`config.mk`:
```
export PLATFORM = sky130hd
export DESIGN_NAME = e203_exu_dsp_mac_seq
export DESIGN_NICKNAME = d
export VERILOG_FILES = /design/src/rtl/e203_exu_dsp_mac_seq.sv
export SDC_FILE = /design/constraint.sdc
export NUM_CORES = 1
export LEC_CHECK = 0
export ABC_AREA = 1
export CORE_UTILIZATION = 47
export DETAILED_ROUTE_END_ITERATION = 10
export MAX_ROUTING_LAYER = met4
export PLACE_DENSITY = 0.82
export SLEW_MARGIN = 10
export SYNTH_ARGS = -nofsm -noshare
export SYNTH_HDL_FRONTEND = slang
export SYNTH_SLANG_ARGS = --single-unit
```
`constraint.sdc`:
```
create_clock -name clk -period 3.1 [get_ports clk]
set_input_delay 0.93 -clock clk [delete_from_list [all_inputs] [get_ports clk]]
set_output_delay 0.93 -clock clk [all_outputs]
set_load 0.03 [all_outputs]
```
`src/rtl/e203_exu_dsp_mac_seq.sv`:
```
// ---------------------------------------------------------------------------
// e203_exu_dsp_mac_seq
// Sequencer for DSP multiply-accumulate ops. It accepts one op, optionally
// fetches the odd half of a 64-bit rd pair from the register file, fires the
// MAC adder for one cycle, and writes back one or two result halves.
//
// Ports
//   clk, rst_n           clock, asynchronous active-low reset
//   i_valid/i_ready      op handshake (ready only while idle)
//   i_rdw64              op works on the {rd|1, rd&~1} register pair
//   i_src0               rd value (even half when i_rdw64)
//   i_rdidx, i_itag      destination index and instruction tag
//   i_flush              kill an op still in FETCH/CALC
//   rf_rd_*              regfile read port used to fetch the odd half
//   adder_*              MAC adder request (go pulse, sources) and result
//   wbck_*               writeback port, one beat per result half
//   ov_set               one-cycle pulse to the OV CSR on adder overflow
//   busy                 high whenever an op is in flight
// ---------------------------------------------------------------------------
module e203_exu_dsp_mac_seq #(
   parameter int XLEN   = 32,
   parameter int ITAG_W = 2
) (
   input  logic              clk,
   input  logic              rst_n,

   input  logic              i_valid,
   output logic              i_ready,
   input  logic              i_rdw64,
   input  logic [XLEN-1:0]   i_src0,
   input  logic [4:0]        i_rdidx,
   input  logic [ITAG_W-1:0] i_itag,
   input  logic              i_flush,

   output logic              rf_rd_req,
   output logic [4:0]        rf_rd_idx,
   input  logic              rf_rd_rsp_valid,
   input  logic [XLEN-1:0]   rf_rd_data,

   output logic              adder_go,
   output logic [XLEN-1:0]   adder_src0,
   output logic [XLEN-1:0]   adder_src0_1,
   output logic              adder_rdw64,
   input  logic [XLEN-1:0]   adder_wdat,
   input  logic [XLEN-1:0]   adder_wdat_1,
   input  logic              adder_ov,

   output logic              wbck_valid,
   input  logic              wbck_ready,
   output logic [XLEN-1:0]   wbck_wdat,
   output logic [4:0]        wbck_rdidx,
   output logic [ITAG_W-1:0] wbck_itag,
   output logic              ov_set,
   output logic              busy
);

   localparam logic [2:0] S_IDLE  = 3'd0;
   localparam logic [2:0] S_FETCH = 3'd1;
   localparam logic [2:0] S_CALC  = 3'd2;
   localparam logic [2:0] S_WB0   = 3'd3;
   localparam logic [2:0] S_WB1   = 3'd4;

   logic [2:0]        state;
   logic [XLEN-1:0]   lo_q;
   logic [XLEN-1:0]   hi_q;
   logic [4:0]        rdidx_q;
   logic [ITAG_W-1:0] itag_q;
   logic              rdw64_q;
   logic [XLEN-1:0]   res0_q;
   logic [XLEN-1:0]   res1_q;
   logic              ov_set_q;

   always_ff @(posedge clk or negedge rst_n) begin
      if (!rst_n) begin
         state    <= S_IDLE;
         lo_q     <= '0;
         hi_q     <= '0;
         rdidx_q  <= '0;
         itag_q   <= '0;
         rdw64_q  <= 1'b0;
         res0_q   <= '0;
         res1_q   <= '0;
         ov_set_q <= 1'b0;
      end else begin
         ov_set_q <= 1'b0;
         case (state)
            S_IDLE: begin
               if (i_valid) begin
                  lo_q    <= i_src0;
                  // hi is cleared so a 32-bit op presents 0 as the odd source
                  hi_q    <= '0;
                  rdidx_q <= i_rdw64 ? {i_rdidx[4:1], 1'b0} : i_rdidx;
                  itag_q  <= i_itag;
                  rdw64_q <= i_rdw64;
                  state   <= i_rdw64 ? S_FETCH : S_CALC;
               end
            end
            S_FETCH: begin
               if (i_flush) begin
                  state <= S_IDLE;
               end else if (rf_rd_rsp_valid) begin
                  hi_q  <= rf_rd_data;
                  state <= S_CALC;
               end
            end
            S_CALC: begin
               if (i_flush) begin
                  state <= S_IDLE;
               end else begin
                  res0_q   <= adder_wdat;
                  res1_q   <= adder_wdat_1;
                  ov_set_q <= adder_ov;
                  state    <= S_WB0;
               end
            end
            S_WB0: begin
               if (wbck_ready) state <= rdw64_q ? S_WB1 : S_IDLE;
            end
            S_WB1: begin
               if (wbck_ready) state <= S_IDLE;
            end
            default: state <= S_IDLE;
         endcase
      end
   end

   always_comb begin
      i_ready      = (state == S_IDLE);
      busy         = (state != S_IDLE);
      rf_rd_req    = 1'b0;
      rf_rd_idx    = '0;
      adder_go     = 1'b0;
      adder_src0   = '0;
      adder_src0_1 = '0;
      adder_rdw64  = 1'b0;
      wbck_valid   = 1'b0;
      wbck_wdat    = '0;
      wbck_rdidx   = '0;
      wbck_itag    = '0;
      case (state)
         S_FETCH: begin
            rf_rd_req = 1'b1;
            rf_rd_idx = {rdidx_q[4:1], 1'b1};
         end
         S_CALC: begin
            adder_go     = 1'b1;
            adder_src0   = lo_q;
            adder_src0_1 = hi_q;
            adder_rdw64  = rdw64_q;
         end
         S_WB0: begin
            wbck_valid = 1'b1;
            wbck_wdat  = res0_q;
            wbck_rdidx = rdidx_q;
            wbck_itag  = itag_q;
         end
         S_WB1: begin
            wbck_valid = 1'b1;
            wbck_wdat  = res1_q;
            wbck_rdidx = {rdidx_q[4:1], 1'b1};
            wbck_itag  = itag_q;
         end
         default: ;
      endcase
   end

   assign ov_set = ov_set_q;

endmodule

```
After elaboration in Yosys (flattened, before gate mapping) --
Cells that the tools add are included.
Cells by class: reductions and logical operators 8, muxes and demuxes 26, equal/unequal tests 10, bitwise gates (word level) 1
Operator list (count):
- 32-bit two-way mux | 5
- 32-bit case mux with 2 select lines | 2
- 3-bit two-way mux | 6
- 3-bit case mux with 5 select lines | 1
- 2-bit != test, second input constant | 5
- 5-bit case mux with 2 select lines | 1
- 4-bit AND reduction | 2
- 1-bit two-way mux | 7
- 3-bit by 2-bit equality test with 1-bit output, second input constant | 2
- 2-bit two-way mux | 3
- 5-bit two-way mux | 1
- 2-bit AND reduction | 2
- 3-bit by 1-bit equality test with 1-bit output, second input constant | 1
- 3-bit equality test, second input constant | 1
- 3-bit zero test | 1
- 3-bit != test, second input constant | 1
- 3-bit nonzero test | 1
- 2-bit nonzero test | 1
- 2-bit OR reduction | 1
- 1-bit inverter | 1
Storage, ports and cells: input port bits 143, logic and storage cells 54, register bits 140, output and inout bits 115

Depth between registers and ports, before layout --
Gate-level depths: netlist (run 1).
depth after elaboration 3, gate-level depth with buffers 8, gate-level depth less buffers 7

Least setup slack after synthesis (run 1) --
OpenSTA, ideal clock, no wires.
kind register to output, start point register state[0], end point output port wbck_itag[0], path buffers 1, setup slack 548 ps, arrival time 1622 ps, data required time 2170 ps, cell stages (with the launch flop) 7, path through dfrtp_1 -> buf_2 -> inv_2 -> nand3_2 -> nand2_1 -> inv_1 -> nor2_1
On the way: word-level cells in the longest chain between the ends 3, elaborated cells between the ends (all ways) 4, classes of those cells 2 x eq/ne; 1 x mux; 1 x reduce/logical
Ends and longest elaborated chain:
- from (decl) | line 63 | logic [2:0] state;
- from (signal assigned) | line 95 | state <= i_rdw64 ? S_FETCH : S_CALC;
- from (signal assigned) | line 117 | if (wbck_ready) state <= rdw64_q ? S_WB1 : S_IDLE;
- 3-bit equality test or 3-bit by 2-bit equality test with 1-bit output (tied branches) | line 140 | case (state)
- 2-bit OR reduction (no source line) *
- 2-bit two-way mux * | line 140
- to (decl) | line 52 | output logic [ITAG_W-1:0] wbck_itag,
Mark *: on every way between the ends. The rest lies on a longest branch, timed or not.

Worst setup path in the final report (run 1) --
start point register state[2], end point output port rf_rd_idx[0]
On the way: word-level cells in the longest chain between the ends 2
Ends and longest elaborated chain:
- 3-bit by 1-bit equality test with 1-bit output | line 140
- 5-bit two-way mux | line 140
- to (decl) | line 36 | output logic [4:0] rf_rd_idx,
Every way passes these cells.

==> metrics.md, run 1 <==
| Metric | Value |
|---|---|
| Worst-case clock buffer depth | `2` |
| R2R cell count | `7` |
| Layout cells sized above 1 | `~16%` |
| Vias/cell | `4.83` |
| Final Total Pwr | `8.86 mW` |
| Synth Area per Inst | `roughly 8 um2` |
| Power per standard cell area | `slightly above 900 mW/mm2` |
| Dpl cells | `roughly 1200` |
| Die Ht | `approximately 120 um` |
| Internal Power | `about 5.5 mW` |
| RSZ-0062 raised after global routing | `yes` |
| Flop pwr share | `32.6%` |
| Cts hold-fix bufs | `0` |
| Max-slew headroom | `61.9%` |
| Dpl ws | `0.240 ns` |
| Final Hold Vio Count | `0` |
| Clock sink count | `140` |
| Final Cell Area | `about 0.0095 mm2` |
| Sw Share | `37.4%` |
| Worst r2r dst | `hi_q[28]$_DFFE_PN0P_` |
| Clk slew on worst S/H paths | `0.06 ns` |
| Critical path type | `flop to output pin` |
| Fmax | `333 MHz` |
| PortBufs | `roughly 260` |
| Critical Path Fanout Max | `7` |
| Setup TNS | `0 ns` |
| Syn Inst Count | `783` |
| Most frequent cells in the layout | `167 x nand2_1, 146 x clkdlybuf4s50_1, 145 x inv_1` |
| Synth-to-Final Area Change | `47.8%` |
| CTS Buf Count | `17` |
| Comb pwr share | `39.2%` |
| Placement Rows | `42` |
| Critical Path Start Type | `flop` |
| Die X | `119 um` |
| TritonCTS clock tree | `built` |
| Synth warn | `0` |
| Final WS setup | `around 0.093 ns` |
| Crit. End Element | `output pin` |
| Internal reg-to-reg setup slack | `between 1 and 1.5 ns` |
| Die footprint | `0.0141 mm2` |
| DRC violations left | `0` |
| Total iterations of the first detailed-routing run | `4` |
| Register area share after synthesis | `between 50 and 60%` |
| Cell Area, Synth | `0.00643 mm2` |
| VDD IR-drop max | `0.458 mV` |
| CP max stage cell | `clkdlybuf4s50_1` |
| Crit path largest cell delay | `0.69 ns` |
| Hold slack | `0.459 ns` |
| Leak pwr | `4.85 nW` |
| Hold/Removal Path Class | `input port to asynchronous set/reset pin` |
| Antenna viol nets, final | `0` |
| Fill cells | `1060` |
| CTS root buf | `clkbuf_16` |
| RePlAce Congestion | `0.830` |
| Wirelength, routed | `17300 um` |
| Vias in the first global route | `5540` |
| Synth cell types | `24` |
| Largest net degree at the start of global routing | `78` |
| I/O pins | `258` |
| Period Utilization, post-route | `roughly 97%` |
| Total track usage | `between 20% and 30%` |
| # H-tree levels | `4` |
| First-pass GRT wire length | `between 20000 and 30000 um` |
| Routed WL per cell | `14.2 um` |
| Finish-stage setup viols | `0` |
| Clock latency on the worst-skew pair | `0.42 ns` |
| Outcome | `finished, final reports clean` |
| P_sw | `roughly 3.3 mW` |
| Core ar. | `0.0133 mm2` |
| Antenna cell count | `0` |
| Final Max Slew Viols | `0` |
| Nets | `between 1000 and 1500` |
| Actual slew at the worst max-slew pin | `0.570 ns` |
| Grt total ovfl | `0` |
| Crit path DAT | `2.08 ns` |
| Fin cells | `1214` |
| Multi-input logic area | `0.00207 mm2` |
| Final clock skew | `0.00501 ns` |
| CP cell instances | `nor2_4 > nand2_2 > inv_2 > clkdlybuf4s50_1` |
| Initial antenna violation count | `0` |
| Vias | `5865` |
| Final Util | `a little under three quarters` |
| Post-DP Area | `0.00898 mm2` |
| Register area | `0.00350 mm2` |
| Data required, critical path | `2.17 ns` |
| DR iter-0 viols | `between 300 and 400` |
| Initial Util | `48.3%` |
| Hpwl dp | `12000 um` |
| Final period demand of the worst path | `about 3 ns` |
| Syn nets | `slightly above 900` |
| Max-cap viol count | `0` |
| R2r startpoint | `state[2]$_DFFE_PN0P_` |
| Most common cell after layout, fill and taps aside | `nand2_1` |
| Clock power frac | `28.1%` |
| Flops & latches, synth | `140` |
## synthesized netlist by cell type
| cell | n | area (um2) |
|---|---|---|
| nand3_4 | 1 | 17.5 |
| o22ai_1 | 32 | 200 |
| nand2_4 | 1 | 11.3 |
| nand4_1 | 1 | 6.26 |
| nand3_2 | 2 | 20.0 |
| buf_2 | 24 | 120 |
| buf_4 | 9 | 67.6 |
| nand2_1 | 168 | 631 |
| buf_6 | 7 | 78.8 |
| clkinv_2 | 1 | 5.00 |
| o21ai_0 | 19 | 95.1 |
| nor2_1 | 79 | 297 |
| nand3_1 | 43 | 215 |
| o21ai_2 | 10 | 87.6 |
| o21ai_1 | 75 | 375 |
| nor2_8 | 1 | 20.0 |
| nor2_2 | 1 | 6.26 |
| a21oi_1 | 1 | 5.00 |
| inv_1 | 145 | 544 |
| inv_2 | 5 | 18.8 |
| nor2_4 | 1 | 11.3 |
| dfrtp_1 | 140 | 3500 |
| nand2_2 | 11 | 68.8 |
| clkbuf_1 | 6 | 22.5 |
## power groups by stage
stage / Clock (mW) / Sequential [mW] / Combinational [mW]
floorplan: 0 / 2.85 / 2.47
global placement: 0 / 2.88 / 3.54
detailed placement: 0 / 2.92 / 3.61
CTS: 2.52 / 2.89 / 3.53
global route: 2.62 / 2.98 / 3.84
finish: 2.49 / 2.89 / 3.47
## area by class of cell
cell class / instances / area share [%]
Clock buffer: 20 / 4.91
Inverter: 151 / 5.99
Sequential cell: 140 / 36.9
Timing Repair Buffer: 269 / 25.3
Tap cell: 176 / 2.32
Clock inverter: 12 / 2.77
Multi-Input combinational cell: 446 / 21.8
## cell families (layout without fill, tap and decap cells)
group	after synthesis	in the layout	share of synthesized area, %
flip-flops	140	140	54.5
AO/OA/AOI/OAI	137	137	11.9
buffers and inverters	197	452	13.3
AND/OR/NAND/NOR	309	309	20.3
## what timing repair did
action,4_1_cts,5_1_grt
cloned,0,0
endpoints found under the hold margin,0,0
resized for setup,58,117
setup endpoints to repair,58,72
buffers inserted,0,0
## sequential cells by signal, summed over array words and instances (netlist names)
register,flops
res0_q,32
state,3
lo_q,32
res1_q,32
itag_q,2
rdidx_q,5
rdw64_q,1
ov_set,1
hi_q,32
## per-layer routing
| metal | GRT usage (%) | wire (um) |
|---|---|---|
| met4 | 13.9 | 726 |
| met3 | 5.70 | 851 |
| met2 | 40.5 | 8380 |
| met5 | - | 0 |
| met1 | 32.5 | 7320 |
## how the worst max path moves through the flow
stage	start	to	slack [ns]
after floorplan	state[0]$_DFFE_PN0P_	wbck_itag[0]	0.55
after global placement	state[0]$_DFFE_PN0P_	adder_src0[0]	0.29
after detailed placement	state[2]$_DFFE_PN0P_	adder_src0[8]	0.24
after CTS	state[2]$_DFFE_PN0P_	adder_src0_1[25]	0.02
after global routing	state[0]$_DFFE_PN0P_	wbck_rdidx[3]	-0.04
final	state[2]$_DFFE_PN0P_	rf_rd_idx[0]	0.09
## worst max-delay path: cells and delay by family (launching register included)
family | cells | cell delay (ns)
and+or+nand+nor | 2 | 0.39
DFF | 1 | 0.45
buffers and inverters | 2 | 0.82
Power figures use the tool's default switching activity.
==> run 2, diff against run 1 <==
- MAX_ROUTING_LAYER: met4 -> unset
==> run 2 against run 1 <==
Maximum frequency about the same. Critical path type unchanged. Global-route usage fell by 0.78 points. Sequential share of layout area unchanged.
==> metrics.md, run 2 (same netlist as run 1, synthesis figures left out) <==
| Metric | Value |
|---|---|
| Total iterations of the first detailed-routing run | `4` |
| Critical path type | `flop to output pin` |
| VDD IR-drop max | `about 0.46 mV` |
| CTS root buf | `clkbuf_16` |
| Comb pwr share | `39.2%` |
| Clock sink count | `140` |
| Initial Util | `48.3%` |
| Crit path DAT | `2.08 ns` |
| Largest net degree at the start of global routing | `78` |
| Layout cells sized above 1 | `between 10% and 20%` |
| Period Utilization, post-route | `97.0%` |
| Vias in the first global route | `5538` |
| Data required, critical path | `2.17 ns` |
| Cts hold-fix bufs | `0` |
| Core ar. | `0.0133 mm2` |
| RePlAce Congestion | `0.818` |
| Outcome | `finished, final reports clean` |
| Placement Rows | `42` |
| Clk slew on worst S/H paths | `0.06 ns` |
| Fill cells | `roughly 1100` |
| CTS Buf Count | `17` |
| First-pass GRT wire length | `between 20000 and 30000 um` |
| I/O pins | `about 260` |
| DR iter-0 viols | `340` |
| Final Util | `a little under three quarters` |
| Synth-to-Final Area Change | `47.8%` |
| Final Max Slew Viols | `0` |
| Final clock skew | `about 0.005 ns` |
| Die X | `119 um` |
| Clock latency on the worst-skew pair | `0.42 ns` |
| Antenna cell count | `0` |
| Grt total ovfl | `0` |
| Leak pwr | `between 4 and 5 nW` |
| Most common cell after layout, fill and taps aside | `nand2_1` |
| PortBufs | `257` |
| # H-tree levels | `4` |
| Flop pwr share | `32.7%` |
| Most frequent cells in the layout | `167 x nand2_1, 146 x clkdlybuf4s50_1, 145 x inv_1` |
| Fmax | `332 MHz` |
| Sw Share | `37.4%` |
| Final Cell Area | `0.00950 mm2` |
| Total track usage | `25.5%` |
| Critical Path Start Type | `flop` |
| Power per standard cell area | `slightly above 900 mW/mm2` |
| Vias | `5828` |
| Antenna viol nets, final | `0` |
| Crit. End Element | `output pin` |
| RSZ-0062 raised after global routing | `yes` |
| Final period demand of the worst path | `3.01 ns` |
| Vias/cell | `between 4 and 5` |
| Die footprint | `0.0141 mm2` |
| Fin cells | `between 1000 and 1500` |
| Setup TNS | `0 ns` |
| Internal Power | `5.54 mW` |
| Max-slew headroom | `61.8%` |
| Max-cap viol count | `0` |
| P_sw | `between 3 and 4 mW` |
| Hold slack | `0.461 ns` |
| Nets | `1168` |
| Dpl cells | `1182` |
| Wirelength, routed | `17200 um` |
| DRC violations left | `0` |
| Initial antenna violation count | `0` |
| Finish-stage setup viols | `0` |
| Final Hold Vio Count | `0` |
| Worst-case clock buffer depth | `2` |
| TritonCTS clock tree | `built` |
| Clock power frac | `28.1%` |
| Critical Path Fanout Max | `7` |
| Post-DP Area | `0.00898 mm2` |
| Actual slew at the worst max-slew pin | `0.572 ns` |
| Hold/Removal Path Class | `input port to asynchronous set/reset pin` |
| Post-CTS setup repair buffer count | `0` |
| Die Ht | `around 120 um` |
| Hpwl dp | `~12000 um` |
| Routed WL per cell | `between 10 and 15 um` |
-- run 2: cell counts in the layout (fill, tap and decap cells not counted) --
No cell type changed its count.
-- run 2: layer usage --
metal  wire length, um  track usage, %  up-vias  part of all wire (%)
li1                  -               -     2886                     -
met1              7220            32.4     2699                    42
met2              8310            40.4      189                    48
met3               973            5.80       54                   5.6
met4               741            14.2        0                   4.3
met5                 0               0        -                     0
-- run 2: power groups by stage --
stage                     combinational (mW)  sequential (mW)  clock (mW)
after global routing                    3.84             2.98        2.61
after global placement                  3.54             2.88           0
after CTS                               3.53             2.89        2.52
after floorplan                         2.47             2.85           0
final                                   3.47             2.89        2.49
after detailed placement                3.61             2.92           0
-- run 2: timing repair --
item                       in CTS  in global routing
resized for setup              58                117
hold endpoints to repair        0                  0
setup endpoints to repair      58                 71
-- run 2: area by class of cell --
type                       instances  area (um2)  area share [%]
sequential                       140        3500            36.9
timing repair buffer             269        2400            25.3
multi-input combinational        446        2070            21.8
inverter                         151         569            5.99
clock buffer                      20         467            4.91
clock inverter                    12         263            2.77
tap                              176         220            2.32
-- run 2: worst paths after layout --
kind | startpoint | to | slack (ns) | cells after the start
max | state[2]$_DFFE_PN0P_ | rf_rd_idx[0] | 0.09 | 4
min | rst_n | lo_q[18]$_DFFE_PN0P_ | 0.46 | 1
max reg2reg | state[2]$_DFFE_PN0P_ | hi_q[28]$_DFFE_PN0P_ | 1.45 | 7
min reg2reg | hi_q[21]$_DFFE_PN0P_ | hi_q[21]$_DFFE_PN0P_ | 0.50 | 2
max in group asynchronous | rst_n | rdidx_q[1]$_DFFE_PN0P_ | 1.90 | 2
min in group clk | hi_q[21]$_DFFE_PN0P_ | hi_q[21]$_DFFE_PN0P_ | 0.50 | 2
-- run 2: stage by stage --
| step | power, mW | setup WS [ns] |
|---|---|---|
| floorplan | 5.32 | 0.548 |
| global route | 9.44 | -0.0363 |
| detailed placement | 6.53 | 0.240 |
| CTS | 8.95 | 0.0163 |
| finish | 8.85 | 0.0924 |
| global placement | 6.43 | 0.290 |
-- run 2: worst max-delay path, stage by stage (launching register included) --
cell	delay [ns]
dfrtp_1	0.45
nor2_4	0.24
nand2_2	0.15
inv_2	0.13
clkdlybuf4s50_1	0.69
==> run 3, diff against run 2 <==
- GPL_TIMING_DRIVEN: unset -> 0
==> run 3 against run 2 <==
Final area up 3.6%. Critical path type unchanged. First-iteration DRC count grew 22%. Core utilization up 2.6 points. Register-to-register slack improved by 0.04 ns. Global-route usage up 3.0 points. Non-clock buffer count rose by 35. Routed wire length increased by 13%. Clock skew up 0.0013 ns. Sequential share of layout area decreased by 1.3 points. Die area is the same. Sequential cell count is the same.
==> metrics.md, run 3 (same netlist as run 1, synthesis figures left out) <==
| Metric | Value |
|---|---|
| Final Hold Vio Count | `0` |
| Clock latency on the worst-skew pair | `0.42 ns` |
| Period Utilization, post-route | `97.2%` |
| Leak pwr | `between 4 and 5 nW` |
| RePlAce Congestion | `0.805` |
| Initial antenna violation count | `1` |
| Fill cells | `1015` |
| Core ar. | `0.0133 mm2` |
| R2r startpoint | `state[2]$_DFFE_PN0P_` |
| Worst-case clock buffer depth | `2` |
| TritonCTS clock tree | `built` |
| Vias | `6080` |
| Clk slew on worst S/H paths | `roughly 0.06 ns` |
| Fin cells | `~1300` |
| Clock sink count | `140` |
| CTS root buf | `clkbuf_16` |
| Die footprint | `0.0141 mm2` |
| Die X | `119 um` |
| Data required, critical path | `2.17 ns` |
| CP max stage cell | `clkdlybuf4s50_1` |
| Most frequent cells in the layout | `167 x nand2_1, 145 x inv_1, 145 x clkdlybuf4s50_1` |
| Hold/Removal Path Class | `input port to asynchronous set/reset pin` |
| Crit path depth | `4` |
| CP delay by family, top | `buffers and inverters` |
| Placement Rows | `42` |
| Critical path type | `flop to output pin` |
| Actual slew at the worst max-slew pin | `0.647 ns` |
| Final WS setup | `0.0860 ns` |
| CP Launch Point | `state[2]$_DFFE_PN0P_` |
| Antenna viol nets, final | `0` |
| I/O pins | `258` |
| Max-cap viol count | `0` |
| Dpl ws | `-0.00342 ns` |
| Most common cell after layout, fill and taps aside | `nand2_1` |
| Grt total ovfl | `0` |
| Met1 usage | `between 30% and 40%` |
| Crit path DAT | `roughly 2.1 ns` |
| Total iterations of the first detailed-routing run | `4` |
| Nets | `1203` |
| Post-CTS setup repair buffer count | `0` |
| Final period demand of the worst path | `3.01 ns` |
| Crit. End Element | `output pin` |
| Register area | `roughly 0.0035 mm2` |
| Post-DP Area | `roughly 0.0092 mm2` |
| Max-slew headroom | `56.9%` |
| Initial Util | `48.3%` |
| Die Ht | `approximately 120 um` |
| Vias in the first global route | `6149` |
| CP cell instances | `nor2_4 > nand2_2 > inv_2 > clkdlybuf4s50_1` |
| Final Util | `74.0%` |
| Hpwl dp | `between 10000 and 15000 um` |
| Met3 usage | `6.08%` |
| Routed WL per cell | `15.6 um` |
| DR iter-0 viols | `415` |
| Layout cells sized above 1 | `approximately 17%` |
| Total track usage | `28.5%` |
| Critical Path Fanout Max | `7` |
| Vias/cell | `4.86` |
| Crit path largest cell delay | `0.67 ns` |
| Outcome | `finished, final reports clean` |
| Final Total Pwr | `8.98 mW` |
| Cts hold-fix bufs | `0` |
| Finish-stage setup viols | `0` |
| Wirelength, routed | `19400 um` |
| Cts repair resizes | `just over 200` |
| PortBufs | `257` |
| Final clock skew | `0.00647 ns` |
| Largest net degree at the start of global routing | `75` |
| Gr busiest metal | `met2` |
| Final Max Slew Viols | `0` |
| R2R cell count | `7` |
| Hold slack | `around 0.50 ns` |
| First-pass GRT wire length | `roughly 31000 um` |
| CTS Buf Count | `17` |
| Synth-to-Final Area Change | `53.2%` |
| Power per standard cell area | `913 mW/mm2` |
| Critical Path Start Type | `flop` |
| Final Cell Area | `about 0.01 mm2` |
| Setup TNS | `0 ns` |
| DRC violations left | `0` |
| Multi-input logic area | `0.00208 mm2` |
| Dpl cells | `1217` |
| M2 GR Usage | `47.5%` |
| # H-tree levels | `4` |
| VDD IR-drop max | `0.496 mV` |
| Buffers & Inverters on Critical Path | `2` |
| Fmax | `~330 MHz` |
[run 3: cell count changes in the layout (fill, tap and decap cells not counted), sizes merged, moves of 2 or more]
cell           change
clkbuf            -12
dlygate4sd2       +36
buf               -10
clkdlybuf4s15     +31
inv                +2
bufinv             -2
dlymetal6s2s       -8
clkinv             -2
[run 3: final timing paths]
check / to / slack, ns
max in group asynchronous: state[1]$_DFFE_PN0P_ / 1.79
worst max-delay path: rf_rd_req / 0.09
min in group clk: hi_q[1]$_DFFE_PN0P_ / 0.50
worst max register to register: hi_q[14]$_DFFE_PN0P_ / 1.49
worst min-delay path: lo_q[21]$_DFFE_PN0P_ / 0.50
worst min register to register: hi_q[1]$_DFFE_PN0P_ / 0.50
[run 3: layout make-up]
type	count	share of cell area, %
Sequential cell	140	35.6
Tap cell	176	2.24
Clock inverter	10	2.10
Timing Repair Buffer	258	25.0
Clock buffer	22	5.02
Inverter	151	5.80
Buffer	46	3.02
Antenna cell	1	0.0254
Multi-Input combinational cell	446	21.1
[run 3: where the power goes]
group / switching [mW] / leakage [nW] / internal, mW / total [mW]
Sequential: 0.262 / 1.76 / 2.63 / 2.89
Clock: 0.771 / 0.343 / 1.62 / 2.39
Combinational: 2.41 / 2.79 / 1.29 / 3.70
Total: 3.44 / 4.90 / 5.54 / 8.98
[run 3: routing by layer]
layer	part of all wire, %	up-vias
met4	3.9	0
met1	42	2869
met3	4.9	52
met2	49	196
li1	-	2963
met5	0	-
[run 3: worst register-to-register path, cell delays in order (launching register included)]
cell	delay, ns
dfrtp_2	0.47
nor2_4	0.24
nand2_2	0.17
inv_2	0.13
nand3_4	0.11
buf_2	0.22
nand3_1	0.10
nand2_1	0.07
